--- src/rtl/counter_pkg.sv ---
// Shared types and helpers for the counter sweep controller and its counter partner.
// Latency: n/a (types, constants and a pure function only).
// Backpressure: n/a.
package counter_pkg;

  localparam int CNT_WIDTH = 4;
  localparam int CNT_NSW_W = 4;

  typedef enum logic [2:0] {
    IDLE,
    LOAD,
    UP,
    DOWN,
    DONE
  } state_t;

  // One clock edge of the attached counter: load wins, otherwise step up or down (wraps).
  function automatic logic [CNT_WIDTH-1:0] next_count(
    input logic [CNT_WIDTH-1:0] cur,
    input logic                 ld,
    input logic [CNT_WIDTH-1:0] din,
    input logic                 ud
  );
    if (ld) begin
      return din;
    end else if (ud) begin
      return cur + 1'b1;
    end else begin
      return cur - 1'b1;
    end
  endfunction

endpackage

--- src/rtl/counter_sweep_ctrl.sv ---
// Loads a low bound into the counter, sweeps it low->high->low N times and checks every count.
// Latency: 2 + 2*(H-L)*N busy cycles, then a one-cycle done pulse; rejected requests pulse done next cycle.
// Backpressure: start is only sampled in IDLE; requests while busy or in DONE are dropped.
module counter_sweep_ctrl
  import counter_pkg::*;
#(
  parameter int WIDTH = CNT_WIDTH,
  parameter int NSW_W = CNT_NSW_W
) (
  input  logic             i_clk,
  input  logic             i_reset,
  input  logic             i_start,
  input  logic [WIDTH-1:0] i_low,
  input  logic [WIDTH-1:0] i_high,
  input  logic [NSW_W-1:0] i_n_sweeps,
  input  logic [WIDTH-1:0] i_cnt_in,
  output logic             o_load,
  output logic [WIDTH-1:0] o_entrada,
  output logic             o_UD,
  output logic             o_busy,
  output logic             o_done,
  output logic             o_error,
  output logic [NSW_W-1:0] o_sweeps_done
);

  state_t           r_state;
  state_t           w_state_nxt;
  logic [WIDTH-1:0] r_exp;
  logic [WIDTH-1:0] w_exp_nxt;
  logic [WIDTH-1:0] r_lo;
  logic [WIDTH-1:0] r_hi;
  logic [NSW_W-1:0] r_n;
  logic [NSW_W-1:0] r_sweeps;
  logic [NSW_W-1:0] w_sweeps_nxt;
  logic             r_error;
  logic             w_error_nxt;
  logic             w_accept;
  logic             w_mismatch;
  logic             w_last;

  assign w_mismatch    = (i_cnt_in != r_exp);
  // Finishing the current round trip would reach the requested count.
  assign w_last        = ((r_sweeps + 1'b1) == r_n);
  assign o_error       = r_error;
  assign o_sweeps_done = r_sweeps;

  // State, expected count, sweep counter and sticky error; bounds latched on an accepted start.
  always_ff @(posedge i_clk) begin
    if (i_reset) begin
      r_state  <= IDLE;
      r_exp    <= '0;
      r_sweeps <= '0;
      r_error  <= 1'b0;
      r_lo     <= '0;
      r_hi     <= '0;
      r_n      <= '0;
    end else begin
      r_state  <= w_state_nxt;
      r_exp    <= w_exp_nxt;
      r_sweeps <= w_sweeps_nxt;
      r_error  <= w_error_nxt;
      if (w_accept) begin
        r_lo <= i_low;
        r_hi <= i_high;
        r_n  <= i_n_sweeps;
      end
    end
  end

  // Next-state and output decode; counter controls depend only on registered state.
  always_comb begin
    w_state_nxt  = r_state;
    w_exp_nxt    = r_exp;
    w_sweeps_nxt = r_sweeps;
    w_error_nxt  = r_error;
    w_accept     = 1'b0;
    o_load       = 1'b0;
    o_entrada    = '0;
    o_UD         = 1'b1;
    o_busy       = 1'b0;
    o_done       = 1'b0;
    case (r_state)
      IDLE: begin
        if (i_start) begin
          if ((i_low < i_high) && (i_n_sweeps != '0)) begin
            w_accept     = 1'b1;
            w_error_nxt  = 1'b0;
            w_sweeps_nxt = '0;
            w_state_nxt  = LOAD;
          end else begin
            w_error_nxt = 1'b1;
            w_state_nxt = DONE;
          end
        end
      end
      LOAD: begin
        o_load      = 1'b1;
        o_entrada   = r_lo;
        o_busy      = 1'b1;
        w_exp_nxt   = next_count(r_exp, 1'b1, r_lo, 1'b1);
        w_state_nxt = UP;
      end
      UP: begin
        o_busy = 1'b1;
        o_UD   = (r_exp != r_hi);
        if (w_mismatch) begin
          w_error_nxt = 1'b1;
          w_state_nxt = DONE;
        end else if (r_exp != r_hi) begin
          w_exp_nxt = next_count(r_exp, 1'b0, '0, 1'b1);
        end else begin
          w_exp_nxt   = next_count(r_hi, 1'b0, '0, 1'b0);
          w_state_nxt = DOWN;
        end
      end
      DOWN: begin
        o_busy = 1'b1;
        // Turn the counter around at the low bound unless this trip is the last one.
        o_UD   = (r_exp == r_lo) && !w_last;
        if (w_mismatch) begin
          w_error_nxt = 1'b1;
          w_state_nxt = DONE;
        end else if (r_exp != r_lo) begin
          w_exp_nxt = next_count(r_exp, 1'b0, '0, 1'b0);
        end else begin
          w_sweeps_nxt = r_sweeps + 1'b1;
          if (w_last) begin
            w_state_nxt = DONE;
          end else begin
            w_exp_nxt   = next_count(r_lo, 1'b0, '0, 1'b1);
            w_state_nxt = UP;
          end
        end
      end
      DONE: begin
        o_done      = 1'b1;
        w_state_nxt = IDLE;
      end
      default: begin
        w_state_nxt = IDLE;
      end
    endcase
  end

endmodule

--- config.mk ---
export PLATFORM = sky130hd
export DESIGN_NAME = counter_sweep_ctrl
export DESIGN_NICKNAME = d
export VERILOG_FILES = /design/src/rtl/counter_pkg.sv /design/src/rtl/counter_sweep_ctrl.sv
export SDC_FILE = /design/constraint.sdc
export NUM_CORES = 1
export LEC_CHECK = 0
export ABC_AREA = 1
export CAP_MARGIN = 20
export CELL_PAD_IN_SITES_DETAIL_PLACEMENT = 1
export CELL_PAD_IN_SITES_GLOBAL_PLACEMENT = 2
export CORE_MARGIN = 4
export CORE_UTILIZATION = 28
export DETAILED_ROUTE_END_ITERATION = 8
export MAX_ROUTING_LAYER = met4
export PLACE_DENSITY_LB_ADDON = 0.1
export RECOVER_POWER = 25
export REMOVE_ABC_BUFFERS = 1
export SETUP_SLACK_MARGIN = 0.15
export SLEW_MARGIN = 40
export SYNTH_ARGS = -nofsm -noshare
export SYNTH_HDL_FRONTEND = slang
export SYNTH_SLANG_ARGS = --single-unit
--- constraint.sdc ---
create_clock -name i_clk -period 4.8 [get_ports i_clk]
set_input_delay 0.96 -clock i_clk [delete_from_list [all_inputs] [get_ports i_clk]]
set_output_delay 0.96 -clock i_clk [all_outputs]
set_load 0.03 [all_outputs]
==> metrics <==
outcome complete, no violations; Syn Area/Cell 6.288 um^2; first-pass iteration count of the detailed router 3; total CTS buffers 3; final worst-path cycle share 0.7192; clock latency on the worst-skew pair 0.27 ns; HP Class reg2reg; dpl ws 1.622 ns; DRT antenna net count 0; cell area after synthesis 0.001981 mm^2; # IOs 32; worst-case clock buffer depth 2; DRC Markers 0; # H-tree levels 1; CTS tree yes; Worst-Margin Slew 0.7379 ns; CP max stage cell clkdlybuf4s50_1; post-synthesis instance total 315; multi-input logic area 0.001239 mm^2; crit-path cells ha_1 -> inv_1 -> nand2_1 -> nand2_1 -> nand2_1 -> nor2_1 -> nand2_1 -> nand3_1 -> nand2_1 -> nor2_1 -> inv_1 -> clkdlybuf4s50_1; final WL 5872 um; Sink Count 24; crit path DAT 2.49 ns; CP Max Fanout 8; first-pass GRT wire length 10120 um; CP endpoint kind output port; Startpoint Class flop; Synth-to-Final Area Change 18.57%; final clock skew 0.005106 ns; global router's overall resource usage 0.1520; CP dominant cell by count nand2_1; total die area 0.008483 mm^2; Routed WL per cell 13.47 um; Max transition margin 0.5075; core box area 0.006832 mm^2; largest net degree at the start of global routing 22; WS Path Type reg2out; Fmax achieved 0.2897 GHz; Buffers on Ports 31; Root Buffer clkbuf_8; Register Area 480.5 um^2; Synth area leader dfxtp_1; RSZ-0062 raised after global routing false; number of synthesis warnings 0; Rows 30; min Tclk post-route 3.452 ns; Final Total Pwr 0.9428 mW; Avg Vias per Cell 4.440; setup total negative slack 0 ns; Die Span X 92.11 um; postcts setup bufs 0; Area contributors post-synth dfxtp_1, nand2_1, nor2_1; hold buffers post-CTS 0; WP data required 3.84 ns; Iter 0 DRT Violations 41; post-cts repair resize count 0; initial antenna violation count 0; fraction of layout cells with a size suffix above 1 0.07059; DR vias 1936; grt ovf 0; flops & latches, synth 24; r2r setup slk 2.77 ns; CP max stage delay 0.58 ns; synth unique cells 30; Clock Pin Slew Worst Setup and Hold Paths 0.08 ns; antenna cell count 0; Max-Cap Viols 0; Final Max Slew Viols 0; HPWL after DPL 4709 um; final setup margin 1.348 ns; Die Y 92.11 um; Fillers 909; top cell type's share of synthesized area 0.2426; Final Hold Vio Count 0; Initial Util 0.2899; worst vdd ir 0.0001339 V; Leak 1.111 nW; final setup vio count 0; vias in the first global route 2056; PD cells 401.4 mW/mm^2; Seq/Total Area, Yosys 0.2426; RePlAce Congestion 0.7946; Final #Nets 369
==> cell usage after synthesis <==
master,count
xnor2_1,5
nor2_2,5
nand2_4,3
inv_1,35
buf_2,1
nand4_1,9
a21oi_1,3
nand2_2,3
a21boi_4,1
xor2_1,9
buf_4,1
o21ai_1,1
dfxtp_1,24
nand3_1,31
nand4_4,1
inv_2,5
nor3_1,1
clkinv_1,2
nand3b_4,1
nand4_2,1
or2_2,1
nand3b_1,1
o21ai_0,14
a21boi_1,1
ha_1,8
nor2_1,56
clkbuf_1,1
buf_6,6
nand2_1,82
nor2_4,3
==> layer usage <==
metal	vias to the layer above	global-route usage	wire, um
met3	3	0.01969	160
met4	0	0.02599	19
met5	-	-	0
met2	27	0.2555	2678
met1	874	0.1981	3014
li1	1032	-	-
==> path summary, 6_finish.rpt <==
path,startpoint,endpoint,cells after the start
max,o_sweeps_done[0],o_UD,12
min,o_error,o_error,4
max reg2reg,r_exp[0],r_exp[2],8
min reg2reg,o_error,o_error,4
==> where the power goes <==
| part | switching [mW] | internal [mW] | leakage, nW |
|---|---|---|---|
| combinational | 0.323 | 0.192 | 0.892 |
| clock | 0.0660 | 0.0562 | 0.0216 |
| sequential | 0.0666 | 0.238 | 0.197 |
==> layout by cell type (no fill, tap or decap), types with 2 or more instances in the layout <==
| cell type | Yosys | layout |
|---|---|---|
| nor2_1 | 56 | 57 |
| nand2_1 | 82 | 82 |
| nor2_2 | 5 | 4 |
| nand2_2 | 3 | 3 |
| nand3_1 | 31 | 31 |
| ha_1 | 8 | 8 |
| dlygate4sd3_1 | 0 | 4 |
| nor2_4 | 3 | 3 |
| inv_2 | 5 | 5 |
| inv_1 | 35 | 35 |
| clkinv_1 | 2 | 2 |
| xnor2_1 | 5 | 5 |
| o21ai_0 | 14 | 14 |
| dfxtp_1 | 24 | 24 |
| xor2_1 | 9 | 9 |
| clkbuf_8 | 0 | 3 |
| nand4_1 | 9 | 10 |
| a21oi_1 | 3 | 3 |
| nand2_4 | 3 | 3 |
| clkdlybuf4s50_1 | 0 | 27 |
==> critical path: cells and delay by family, from the launching register on <==
kind          cells  cell delay, ns
fa+ha+maj         1            0.31
buf+inv           3            0.69
flops             1            0.49
simple gates      8            0.74
==> flip-flops by register name, indices dropped and copies added, names as in the netlist <==
name	flops
o_sweeps_done	4
r_exp	4
r_hi	4
r_lo	4
r_n	4
r_state	3
o_error	1
==> metrics by stage <==
step | instances | cell area (um^2) | util | hold slack [ns]
after floorplan | 306 | 1897 | - | 0.4977
after global placement | 433 | 2327 | 0.3407 | 0.5177
after detailed placement | 433 | 2327 | 0.3407 | 0.5360
after CTS | 436 | 2369 | 0.3467 | 0.5502
after global routing | 436 | 2349 | 0.3438 | 0.5749
final | 436 | 2349 | 0.3438 | 0.5399
==> area by class of cell <==
cell class	instances	area share
inverter	42	0.06713
multi-input combinational	240	0.5274
sequential	24	0.2046
tap	96	0.05115
timing repair buffer	31	0.1321
clock buffer	3	0.01758
==> cells by family after synthesis <==
logic type / count (synthesis) / share of synthesized area
and+or+nand+nor: 198 / 0.4643
AOI/OAI and AO/OA: 20 / 0.05875
buffers and inverters: 51 / 0.1219
adders and majority gates: 8 / 0.05054
DFF: 24 / 0.2426
xor gates and xnor gates: 14 / 0.06191
No activity file was read; power rests on OpenSTA's default activity.
